$ cat config.mk
export PLATFORM = sky130hd
export DESIGN_NAME = otter_io_responder
export DESIGN_NICKNAME = d
export VERILOG_FILES = /design/src/rtl/otter_io_responder.sv
export SDC_FILE = /design/constraint.sdc
export NUM_CORES = 1
export LEC_CHECK = 0
export BUFFER_PORTS_ARGS = -buffer_cell sky130_fd_sc_hd__clkbuf_2
export CAP_MARGIN = 20
export CORE_ASPECT_RATIO = 0.75
export CORE_MARGIN = 10
export CORE_UTILIZATION = 40
export DETAILED_ROUTE_END_ITERATION = 12
export GPL_ROUTABILITY_DRIVEN = 0
export SLEW_MARGIN = 25
export SYNTH_ARGS = -nofsm -noshare
export SYNTH_HDL_FRONTEND = slang
export SYNTH_SLANG_ARGS = --single-unit
$ cat constraint.sdc
create_clock -name CLK -period 7.2 [get_ports CLK]
set_clock_uncertainty 0.2 [all_clocks]
set_input_delay 0.36 -clock CLK [delete_from_list [all_inputs] [get_ports CLK]]
set_output_delay 0.36 -clock CLK [all_outputs]
set_load 0.01 [all_outputs]
$ cat src/rtl/otter_io_responder.sv
// OTTER IOBUS slave: LED/switch/button registers, compare timer and latched interrupt status.
// Optional OTTER_IO_PRESCALE_EN adds a 16-bit timer prescaler in register 0x1C bits [31:16].
module otter_io_responder #(
  parameter logic [31:0] BASE_ADDR = 32'h1100_0000,
  parameter int SW_WIDTH  = 16,
  parameter int LED_WIDTH = 16,
  parameter int BTN_WIDTH = 4
) (
  input  logic                 CLK,
  input  logic                 RESET_N,
  input  logic [31:0]          IOBUS_ADDR,
  input  logic [31:0]          IOBUS_OUT,
  input  logic                 IOBUS_WR,
  output logic [31:0]          IOBUS_IN,
  input  logic [SW_WIDTH-1:0]  SWITCHES,
  input  logic [BTN_WIDTH-1:0] BUTTONS,
  output logic [LED_WIDTH-1:0] LEDS,
  output logic                 INTR
);

  logic                 sel;
  logic [2:0]           idx;
  logic                 led_wr, ctrl_wr, cmp_wr, count_wr, status_wr, ien_wr;

  logic [SW_WIDTH-1:0]  sw_s1, sw_s2;
  logic [BTN_WIDTH-1:0] btn_s1, btn_s2, btn_prev;
  logic                 btn_rise;

  logic [LED_WIDTH-1:0] led;
  logic                 en, ar, tie, ien;
  logic [31:0]          cmp, count;
  logic                 tpend, bpend;
  logic [31:0]          rd_data, rd_reg;
  logic                 intr_reg;

  logic                 tick, hit, match;
  logic [31:0]          count_n;
  logic                 en_n, tpend_n, bpend_n;
  logic [31:0]          ien_word;

  // Byte-offset bits of the address carry no information for word accesses.
  logic                 unused_addr_bits;
  assign unused_addr_bits = ^IOBUS_ADDR[1:0];

  assign sel       = (IOBUS_ADDR[31:5] == BASE_ADDR[31:5]);
  assign idx       = IOBUS_ADDR[4:2];
  assign led_wr    = IOBUS_WR & sel & (idx == 3'd1);
  assign ctrl_wr   = IOBUS_WR & sel & (idx == 3'd2);
  assign cmp_wr    = IOBUS_WR & sel & (idx == 3'd3);
  assign count_wr  = IOBUS_WR & sel & (idx == 3'd4);
  assign status_wr = IOBUS_WR & sel & (idx == 3'd5);
  assign ien_wr    = IOBUS_WR & sel & (idx == 3'd7);

  assign btn_rise = |(btn_s2 & ~btn_prev);

`ifdef OTTER_IO_PRESCALE_EN
  logic [15:0] prescale, pre_cnt;

  assign tick     = (pre_cnt == prescale);
  assign ien_word = {prescale, 14'd0, ien, 1'b0};

  // Restarting on COUNT/CTRL writes gives software a deterministic first tick.
  always_ff @(posedge CLK or negedge RESET_N) begin
    if (!RESET_N) begin
      pre_cnt  <= 16'd0;
      prescale <= 16'd0;
    end else begin
      if (count_wr || ctrl_wr || tick)
        pre_cnt <= 16'd0;
      else
        pre_cnt <= pre_cnt + 16'd1;
      if (ien_wr)
        prescale <= IOBUS_OUT[31:16];
    end
  end
`else
  assign tick     = 1'b1;
  assign ien_word = {30'd0, ien, 1'b0};
`endif

  // A COUNT write on the match cycle suppresses the match entirely.
  always_comb begin
    hit     = tick & en & (count == cmp);
    match   = hit & ~count_wr;
    count_n = count;
    if (count_wr)
      count_n = IOBUS_OUT;
    else if (tick && en) begin
      if (hit)
        count_n = ar ? 32'd0 : count;
      else
        count_n = count + 32'd1;
    end

    en_n = en;
    if (ctrl_wr)
      en_n = IOBUS_OUT[0];
    else if (match && !ar)
      en_n = 1'b0;

    tpend_n = tpend;
    if (match)
      tpend_n = 1'b1;
    else if (status_wr && IOBUS_OUT[0])
      tpend_n = 1'b0;

    bpend_n = bpend;
    if (btn_rise)
      bpend_n = 1'b1;
    else if (status_wr && IOBUS_OUT[1])
      bpend_n = 1'b0;
  end

  always_comb begin
    rd_data = 32'd0;
    if (sel) begin
      case (idx)
        3'd0:    rd_data = 32'(sw_s2);
        3'd1:    rd_data = 32'(led);
        3'd2:    rd_data = {29'd0, tie, ar, en};
        3'd3:    rd_data = cmp;
        3'd4:    rd_data = count;
        3'd5:    rd_data = {30'd0, bpend, tpend};
        3'd6:    rd_data = 32'(btn_s2);
        default: rd_data = ien_word;
      endcase
    end
  end

  always_ff @(posedge CLK or negedge RESET_N) begin
    if (!RESET_N) begin
      sw_s1    <= '0;
      sw_s2    <= '0;
      btn_s1   <= '0;
      btn_s2   <= '0;
      btn_prev <= '0;
      led      <= '0;
      en       <= 1'b0;
      ar       <= 1'b0;
      tie      <= 1'b0;
      ien      <= 1'b0;
      cmp      <= 32'd0;
      count    <= 32'd0;
      tpend    <= 1'b0;
      bpend    <= 1'b0;
      rd_reg   <= 32'd0;
      intr_reg <= 1'b0;
    end else begin
      sw_s1    <= SWITCHES;
      sw_s2    <= sw_s1;
      btn_s1   <= BUTTONS;
      btn_s2   <= btn_s1;
      btn_prev <= btn_s2;
      if (led_wr)
        led <= IOBUS_OUT[LED_WIDTH-1:0];
      en <= en_n;
      if (ctrl_wr) begin
        ar  <= IOBUS_OUT[1];
        tie <= IOBUS_OUT[2];
      end
      if (ien_wr)
        ien <= IOBUS_OUT[1];
      if (cmp_wr)
        cmp <= IOBUS_OUT;
      count    <= count_n;
      tpend    <= tpend_n;
      bpend    <= bpend_n;
      rd_reg   <= rd_data;
      intr_reg <= (tpend & tie) | (bpend & ien);
    end
  end

  assign IOBUS_IN = rd_reg;
  assign LEDS     = led;
  assign INTR     = intr_reg;

endmodule

==> metrics, run 1 <==
status=complete, no violations; clk root buf=clkbuf_16; largest net degree at the start of global routing=96; met2 usage=0.258; worst reg2reg startpoint=count[25]$_DFFE_PN0P_; share of cells above drive strength 1=0.280; crit path launch=IOBUS_ADDR[2]; die area=24800 µm²; CTS tree=done; most frequent cells in the layout=dfrtp_1, clkbuf_2, nor2_1; Async SR Flop Fraction=1.00; Setup crit start kind=primary input; # clock sinks=163; Area growth, synth to finish=24.2%; final antenna-violating net count=0; HP Class=primary input to register; Die W=179 µm; Remaining Overflow, GRT=0; total CTS buffers=17; Mapped Nets=754; endpoints failing setup=0; dominant synthesized flop cell=dfrtp_1; Arr. time, crit path=3800 ps; CP max FO=39; CTS HTree Levels=4; YS warnings=0; Initial Util=0.408; Distinct cells, synth=66; top-area cell type share of the netlist area=0.541; Post-Synthesis Cells=666; Die Y=139 µm; ANT cells=0; Routed WL=20.9 mm; Fin. Hold Viols=0; post-synthesis sequential area ratio=0.541; initial antenna violation count=0; fill cell count=1678; VDD IR-drop max=0.121 mV; DR iter-0 viols=418; Mapped Avg Cell Area=11.3 µm²; Max Buffers Root-to-Sink=2; #FFs+latches synth=163; core area=18500 µm²; RSZ-0062 raised after global routing=no; Cell Rows=43; I/O pin cnt=136; Power Density=210 nW/µm²; Max Freq=271 MHz; met1 Use GR=0.231; Clk pin slew, worst setup/hold paths=70 ps; gr usage total=0.171; fin nets=914; Synth area leaders=dfrtp_1, mux2_2, nor2_1; Post-Syn Area=7540 µm²; worst stage delay on the critical path=820 ps; crit path kind=primary input to register; Hold Crit Start=IOBUS_OUT[13]; Crit. End Element=register; most common cell after layout, fill and taps aside=dfrtp_1; crit path time final=3690 ps; Skew-Pair Late Insertion Delay=430 ps; Worst Path Required=7310 ps; wire length per cell=19.2 µm; DR vias=5928; Slew HR=0.313; met3 usage=0.0468; Worst-Margin Slew=1030 ps; drt first pass iters=5; MaxCap Viol Count=0; Post-synth EDFFs=0; DRC=0; first-pass GRT wire length=33.9 mm; CP max-delay cell=nor2_2; GR peak layer=met2; DP HPWL=14.4 mm; WHS=10.2 ps; Final period util=0.512; post-CTS sizing=0; vias per cell=5.46; Final Max Tran Viols=0; Synth area leader=dfrtp_1; P_leak=4.47 nW; number of port buffers=133; postcts setup bufs=0; CTS Hold Bufs=39; setup TNS=0 ps; vias in the first global route=6320; Cell Chain, Critical Path=clkbuf_2, nand2b_1, nor2_2, and3_4, or2_2, o21ai_1, a221o_1
[flip-flops by register name (all words and copies together), names as in the netlist]
name      flops
btn_s1        4
sw_s2        16
cmp          32
bpend         1
INTR          1
IOBUS_IN     32
count        32
ien           1
btn_prev      4
tie           1
tpend         1
LEDS         16
sw_s1        16
btn_s2        4
ar            1
en            1
[logic make-up after synthesis]
family | share of synthesized area
AO/OA/AOI/OAI | 0.130
multiplexers | 0.110
flip-flops | 0.541
XOR/XNOR | 0.0371
adder cells (fa/ha/maj) | 0.00166
buffers and inverters | 0.0388
AND/OR/NAND/NOR | 0.142
[synthesized netlist by cell type (6+ instances only)]
library cell,n
nor3_1,6
nand4_1,11
buf_2,12
nor4_1,13
mux2i_1,20
nor2_1,81
a21o_1,9
o21ai_1,19
clkbuf_1,10
nand2_1,21
a221o_1,6
nand3_1,13
dfrtp_1,163
and3_1,13
inv_1,25
xor2_1,31
mux2_2,32
o21ai_2,6
a21oi_1,40
mux2_1,17
a22oi_1,29
[final timing paths]
kind                                             end  cells after the start  slack (ps)
worst max-delay path            count[7]$_DFFE_PN0P_                      7        3510
worst min-delay path            LEDS[13]$_DFFE_PN0P_                      2          10
worst max register to register  count[7]$_DFFE_PN0P_                      7        4160
worst min register to register   btn_s2[0]$_DFF_PN0_                      0         150
max in group asynchronous         cmp[5]$_DFFE_PN0P_                      3        4960
min in group asynchronous         sw_s2[1]$_DFF_PN0_                      2         410
[stage by stage]
| stage | std cells | setup WS, ps | instance area, µm² | utilization | power (mW) |
|---|---|---|---|---|---|
| finish | 1086 | 3510 | 9370 | 0.506 | 1.97 |
| CTS | 1086 | 3500 | 9370 | 0.506 | 1.99 |
| global placement | 1015 | 3150 | 8370 | 0.452 | 1.03 |
| detailed placement | 1015 | 3050 | 8370 | 0.452 | 1.04 |
| floorplan | 666 | 4830 | 7540 | - | 0.978 |
| global route | 1086 | 3290 | 9370 | 0.506 | 2.04 |
[layout make-up]
type	instances	area (µm²)	area share
timing repair buffer	176	1090	0.117
clock buffer	22	484	0.0517
tap	247	309	0.0330
clock inverter	10	123	0.0131
multi-input combinational	442	3190	0.340
inverter	26	97.6	0.0104
sequential	163	4080	0.435
[routing by layer]
metal,wire [µm],vias up
met3,1440,29
met4,368,0
li1,-,2721
met2,9300,200
met5,0,-
met1,9740,2978
[power breakdown]
part	internal, mW	switching [mW]
clock	0.551	0.384
combinational	0.0436	0.0610
sequential	0.928	0.00384
total	1.52	0.449
[critical path, delay by kind of cell]
family,cells,cell delay (ps)
AOI/OAI and AO/OA,2,470
buffers and inverters,1,450
and+or+nand+nor,4,2470
(Power assumes the default switching activity.)
==> inputs of run 2 (changes only) <==
- clock period: 7.2 -> 3.3 ns (I/O delays scaled with it)
==> run 2 against run 1 <==
Clock power rose by 130%. Sequential power rose by 120%. Largest cell class unchanged. Combinational power increased by 140%. Sequential share of layout area down 1.4 points. Clock-buffer cell count decreased by 3. Worst setup slack got worse by 3200 ps. Core utilization increased by 1.7 points. Non-clock buffer count rose by 33. First-iteration DRC count up 5.5%. Design area grew 3.4%. Via count grew 2.6%.
==> metrics, run 2 (synthesis results as in run 1) <==
Worst-Margin Slew=836 ps (was 1030 ps); Routed WL=21.5 mm (was 20.9 mm); DP HPWL=14.9 mm (was 14.4 mm); CTS Hold Bufs=56 (was 39); Slew HR=0.442 (was 0.313); core area=18500 µm² (unchanged); number of port buffers=133 (unchanged); CTS tree=done (unchanged); DR vias=6082 (was 5928); reg2reg setup slack=300 ps (was 4160 ps); initial antenna violation count=0 (unchanged); total CTS buffers=17 (unchanged); VDD IR-drop max=0.249 mV (was 0.121 mV); # clock sinks=163 (unchanged); first-pass GRT wire length=34.7 mm (was 33.9 mm); gr usage total=0.175 (was 0.171); pre-CTS setup slack=393 ps (was 3050 ps); Skew-Pair Late Insertion Delay=430 ps (about the same); ANT cells=0 (unchanged); Arr. time, crit path=3120 ps (was 3800 ps); status=complete, no violations (unchanged); share of cells above drive strength 1=0.284 (was 0.280); Setup crit start kind=register (was primary input); final antenna-violating net count=0 (unchanged); DRC=0 (unchanged); CTS HTree Levels=4 (unchanged); post-CTS sizing=0 (unchanged); most common cell after layout, fill and taps aside=dfrtp_1 (unchanged); I/O pin cnt=136 (unchanged); fin worst setup slack=295 ps (was 3510 ps); Max Buffers Root-to-Sink=2 (unchanged); die area=24800 µm² (unchanged); r2r endpoint=count[16]$_DFFE_PN0P_ (was count[7]$_DFFE_PN0P_); Power Density=454 nW/µm² (was 210 nW/µm²); vias per cell=5.44 (was 5.46); RSZ-0062 raised after global routing=no (unchanged); Max Freq=333 MHz; P_leak=4.64 nW (was 4.47 nW); Worst Hold Depth=4 (was 2); Initial Util=0.408 (unchanged); most frequent cells in the layout=dfrtp_1, clkbuf_2, nor2_1 (unchanged); CP max FO=17 (was 39); crit path time final=3000 ps; Worst Path Required=3420 ps (was 7310 ps); Die W=179 µm (unchanged); hold endpoint=IOBUS_IN[3]$_DFF_PN0_ (was LEDS[13]$_DFFE_PN0P_); fill cell count=1646 (was 1678); Final period util=0.910; setup TNS=0 ps (unchanged); Cell Rows=43 (unchanged); HP Class=primary input to register (unchanged); drt first pass iters=7 (was 5); MaxCap Viol Count=0 (unchanged); postcts setup bufs=0 (unchanged); endpoints failing setup=0 (unchanged); DR iter-0 viols=441 (was 418); Area growth, synth to finish=28.4% (was 24.2%); Die Y=139 µm (unchanged); Crit. End Element=register (unchanged); clk root buf=clkbuf_16 (unchanged); Hold Crit Start=IOBUS_ADDR[2] (was IOBUS_OUT[13]); vias in the first global route=6386 (was 6320); Fin. Hold Viols=0 (unchanged); largest net degree at the start of global routing=87 (was 96); Clk pin slew, worst setup/hold paths=60 ps (was 70 ps); wire length per cell=19.3 µm (was 19.2 µm); crit path kind=register to register (was primary input to register); Final Max Tran Viols=0 (unchanged); fin nets=947 (was 914); worst reg2reg startpoint=count[2]$_DFFE_PN0P_ (was count[25]$_DFFE_PN0P_); Worst R2R Path Depth=8 (was 7); Remaining Overflow, GRT=0 (unchanged)
-- run 2: cell types whose count changed in the layout (fill, tap and decap cells not counted), moves of 2 or more --
cell           change
buf_4             +15
bufinv_16          +2
clkbuf_8           -3
clkinv_4           +2
clkinvlp_4         -2
dlygate4sd3_1     +17
-- run 2: worst max path at each step --
stage | start | end | slack, ps | cells after the start
6_report | count[2]$_DFFE_PN0P_ | count[16]$_DFFE_PN0P_ | 300 | 8
5_1_grt | count[2]$_DFFE_PN0P_ | count[16]$_DFFE_PN0P_ | 170 | 8
4_1_cts | count[2]$_DFFE_PN0P_ | count[16]$_DFFE_PN0P_ | 370 | 8
3_5_place_dp | count[5]$_DFFE_PN0P_ | count[3]$_DFFE_PN0P_ | 390 | 7
3_3_place_gp | count[5]$_DFFE_PN0P_ | count[14]$_DFFE_PN0P_ | 440 | 7
2_1_floorplan | count[5]$_DFFE_PN0P_ | count[3]$_DFFE_PN0P_ | 960 | 9
-- run 2: final cells by class --
cell class | count | area (µm²) | area share
timing repair buffer | 209 | 1400 | 0.144
inverter | 26 | 97.6 | 0.0101
clock inverter | 12 | 181 | 0.0187
multi-input combinational | 442 | 3190 | 0.329
clock buffer | 19 | 443 | 0.0457
sequential | 163 | 4080 | 0.421
tap | 247 | 309 | 0.0319
-- run 2: worst max-delay path, cell delays in order (launching register included) --
cell	delay [ps]
dfrtp_1	510
xor2_1	220
nor4_1	460
nand3_1	240
nor3_4	300
or2_2	460
buf_4	230
o21ai_2	70
a21o_1	200
-- run 2: report_power, final --
part	leakage (nW)	total [mW]	switching, mW	internal (mW)
Clock	0.303	2.11	0.826	1.29
Combinational	2.24	0.253	0.139	0.114
Sequential	2.10	2.03	0.00849	2.03
-- run 2: stage by stage --
stage / instances / cell area [µm²] / power [mW] / hold slack (ps) / util
after floorplan: 666 / 7540 / 2.13 / -331 / -
after global placement: 1031 / 8500 / 2.27 / 73.0 / 0.459
after detailed placement: 1031 / 8500 / 2.27 / 74.7 / 0.459
after CTS: 1118 / 9680 / 4.45 / 10.3 / 0.523
after global routing: 1118 / 9690 / 4.54 / 58.1 / 0.524
final: 1118 / 9690 / 4.40 / 33.5 / 0.524
-- run 2: layer usage --
| layer | routed length, µm | GRT usage |
|---|---|---|
| met5 | 0 | 0 |
| met1 | 9820 | 0.237 |
| met2 | 9780 | 0.266 |
| met4 | 267 | 0.0473 |
| met3 | 1680 | 0.0503 |
==> inputs of run 3 (changes only) <==
- ABC_AREA: default -> 1
==> run 3 against run 2 <==
Fmax increased by 27%. Worst setup slack better by 630 ps. Register-to-register slack better by 630 ps. Core utilization decreased by 2.0 points. Via count grew 32%. Synthesized cell count rose by 76%. Non-clock buffer count decreased by 6. Power fell by 2.6%. Largest power group is now sequential cells.
==> metrics, run 3 <==
P_leak=5.62 nW (was 4.64 nW); Cell Chain, Critical Path=xnor2_1, nand2_1, nor2_1, nand2_1, nor2_2, nand4_2, nand2_4, nand2_1, nand2_1 (was xor2_1, nor4_1, nand3_1, nor3_4, or2_2, buf_4, o21ai_2, a21o_1); Routed WL=26.1 mm (was 21.5 mm); YS warnings=0 (unchanged); vias per cell=4.86 (was 5.44); Skew-Pair Late Insertion Delay=440 ps (was 430 ps); cell mode on critical path=nand2_1; Worst-Margin Slew=675 ps (was 836 ps); ANT cells=0 (unchanged); Worst Path Required=3470 ps (was 3420 ps); Post-Syn Area=8770 µm² (was 7540 µm²); VDD IR-drop max=0.233 mV (was 0.249 mV); HP Class=primary input to asynchronous set/reset pin (was primary input to register); fin nets=1437 (was 947); fin area=10800 µm² (was 9690 µm²); WHS=6.61 ps (was 33.5 ps); Mapped Nets=1262 (was 754); Arr. time, crit path=2550 ps (was 3120 ps); fill cell count=2101 (was 1646); crit path kind=register to register (unchanged); gr usage total=0.186 (was 0.175); number of port buffers=133 (unchanged); Post-Synthesis Cells=1174 (was 666); total CTS buffers=17 (unchanged); Remaining Overflow, GRT=0 (unchanged); Synth area leader=dfrtp_1 (unchanged); endpoints failing setup=0 (unchanged); CTS HTree Levels=4 (unchanged); Commonest cells post-synth=nand2_1, dfrtp_1, nor2_1, inv_1, nand3_1 (was dfrtp_1, nor2_1, a21oi_1, mux2_2, xor2_1); first-pass GRT wire length=41.9 mm (was 34.7 mm); Initial Util=0.411 (was 0.408); Net Switching=1.02 mW (was 973 µW); Final period util=0.720 (was 0.910); Gate power share=0.052 (was 0.057); Mapped Avg Cell Area=7.47 µm² (was 11.3 µm²); CP max-delay cell=dfrtp_1 (unchanged); DR iter-0 viols=635 (was 441); CP max FO=32 (was 17); Crit. End Element=register (unchanged); post-synthesis sequential area ratio=0.465 (was 0.541); WP buf/inv=0 (was 1); largest net degree at the start of global routing=73 (was 87); clock group share of total power=0.474 (was 0.480); Slew HR=0.550 (was 0.442); overall power=4.29 mW (was 4.40 mW); MaxCap Viol Count=0 (unchanged); worst stage delay on the critical path=500 ps (was 510 ps); CTS tree=done (unchanged); multi-input logic area=3930 µm² (was 3190 µm²); Fin. Hold Viols=0 (unchanged); initial antenna violation count=0 (unchanged); die area=28300 µm² (was 24800 µm²); dominant synthesized flop cell=dfrtp_1 (unchanged); top-area cell type share of the netlist area=0.465 (was 0.541); #FFs+latches synth=163 (unchanged); Async SR Flop Fraction=1.00 (unchanged); Power Density=398 nW/µm² (was 454 nW/µm²); I/O pin cnt=136 (unchanged); final antenna-violating net count=0 (unchanged); most frequent cells in the layout=nand2_1, dfrtp_1, clkbuf_2 (was dfrtp_1, clkbuf_2, nor2_1); Post-synth EDFFs=0 (unchanged); core area=21400 µm² (was 18500 µm²); Die W=191 µm (was 179 µm); Synth area leaders=dfrtp_1, nand2_1, nor2_1 (was dfrtp_1, mux2_2, nor2_1); DP HPWL=19.3 mm (was 14.9 mm); Sw Share=0.239 (was 0.221); Distinct cells, synth=38 (was 66); setup TNS=0 ps (unchanged); # clock sinks=163 (unchanged); crit path time final=2380 ps (was 3000 ps); Die Y=148 µm (was 139 µm); Final Max Tran Viols=0 (unchanged); DR vias=8010 (was 6082); Area growth, synth to finish=22.8% (was 28.4%); post-CTS sizing=0 (unchanged); Clk pin slew, worst setup/hold paths=70 ps (was 60 ps); clk root buf=clkbuf_16 (unchanged); Setup crit start kind=register (unchanged); Cell Rows=46 (was 43); Core Util, Final=0.504 (was 0.524); family with the most delay on the worst path=simple AND/OR/NAND/NOR gates (unchanged); status=complete, no violations (unchanged); Internal=3.26 mW (was 3.43 mW); share of cells above drive strength 1=0.166 (was 0.284); wire length per cell=15.8 µm (was 19.3 µm); most frequent cell after synthesis=nand2_1 (was dfrtp_1); most common cell after layout, fill and taps aside=nand2_1 (was dfrtp_1); DRC=0 (unchanged); Max Buffers Root-to-Sink=2 (unchanged); sequential share of power=0.474 (was 0.462); Area after DPL=9630 µm² (was 8500 µm²); vias in the first global route=7689 (was 6386); Max Freq=421 MHz (was 333 MHz); RSZ-0062 raised after global routing=no (unchanged); drt first pass iters=7 (unchanged); Register Area=4080 µm² (unchanged)
run 3: changes by cell type in the layout (fill, tap and decap cells not counted), sizes merged, moves of 15 or more:
cell and delta:
nand2 +433, inv +103, nor2 +58, nand3 +51, mux2 -35, a22oi -29, mux2i -20, nor4 -18
o21ai +15
run 3: logic make-up (layout without fill, tap and decap cells):
kind of cell,Yosys count,in the layout,share of synthesized area
and+or+nand+nor,689,689,0.323
muxes,16,16,0.0274
DFF,163,163,0.465
AOI/OAI and AO/OA,107,107,0.0671
buffers and inverters,169,356,0.0865
xor gates and xnor gates,29,29,0.0290
adders and majority gates,1,1,0.00143
run 3: stage by stage:
step           setup WS [ps]  std cells
2_1_floorplan           1490       1174
4_1_cts                  964       1649
3_3_place_gp             922       1564
5_1_grt                  707       1649
6_report                 925       1649
3_5_place_dp             851       1564
run 3: power groups by stage:
stage | Clock [mW] | Combinational (mW) | Sequential [mW]
after global placement | 0 | 0.172 | 2.07
after detailed placement | 0 | 0.174 | 2.07
after CTS | 2.07 | 0.226 | 2.03
final | 2.03 | 0.222 | 2.03
after floorplan | 0 | 0.0483 | 2.07
after global routing | 2.15 | 0.250 | 2.03
run 3: metal layers:
layer / GRT usage / wire length, µm
met1: 0.271 / 12800
met2: 0.267 / 11000
met5: 0 / 0
met4: 0.0581 / 389
met3: 0.0409 / 1950
run 3: repair_timing:
action,in CTS,in global routing
buffers inserted,0,0
setup endpoints to repair,0,0
hold endpoints to repair,221,0
hold buffers,54,0
run 3: cell type report:
class | count | area share
timing repair buffer | 203 | 0.125
multi-input combinational | 842 | 0.365
clock inverter | 13 | 0.0150
inverter | 122 | 0.0425
tap | 288 | 0.0335
sequential | 163 | 0.379
clock buffer | 18 | 0.0399
run 3: worst reg2reg max path, stage by stage (launching register included):
cell and delay, ps:
dfrtp_1 500, xnor2_1 450, nand2_1 90, nor2_1 100, nand2_1 70, nor2_2 170, nand4_2 170, nand2_4 360
nand2_1 110, nand2_1 100
run 3: final timing paths:
path | from | to | slack [ps] | cells past startpoint
worst max-delay path | count[20]$_DFFE_PN0P_ | count[13]$_DFFE_PN0P_ | 920 | 9
worst min-delay path | RESET_N | IOBUS_IN[17]$_DFF_PN0_ | 7 | 2
worst max register to register | count[20]$_DFFE_PN0P_ | count[13]$_DFFE_PN0P_ | 920 | 9
worst min register to register | btn_s1[2]$_DFF_PN0_ | btn_s2[2]$_DFF_PN0_ | 150 | 0
max in group asynchronous | RESET_N | count[31]$_DFFE_PN0P_ | 1910 | 3
min in group CLK | IOBUS_ADDR[28] | IOBUS_IN[1]$_DFF_PN0_ | 40 | 7
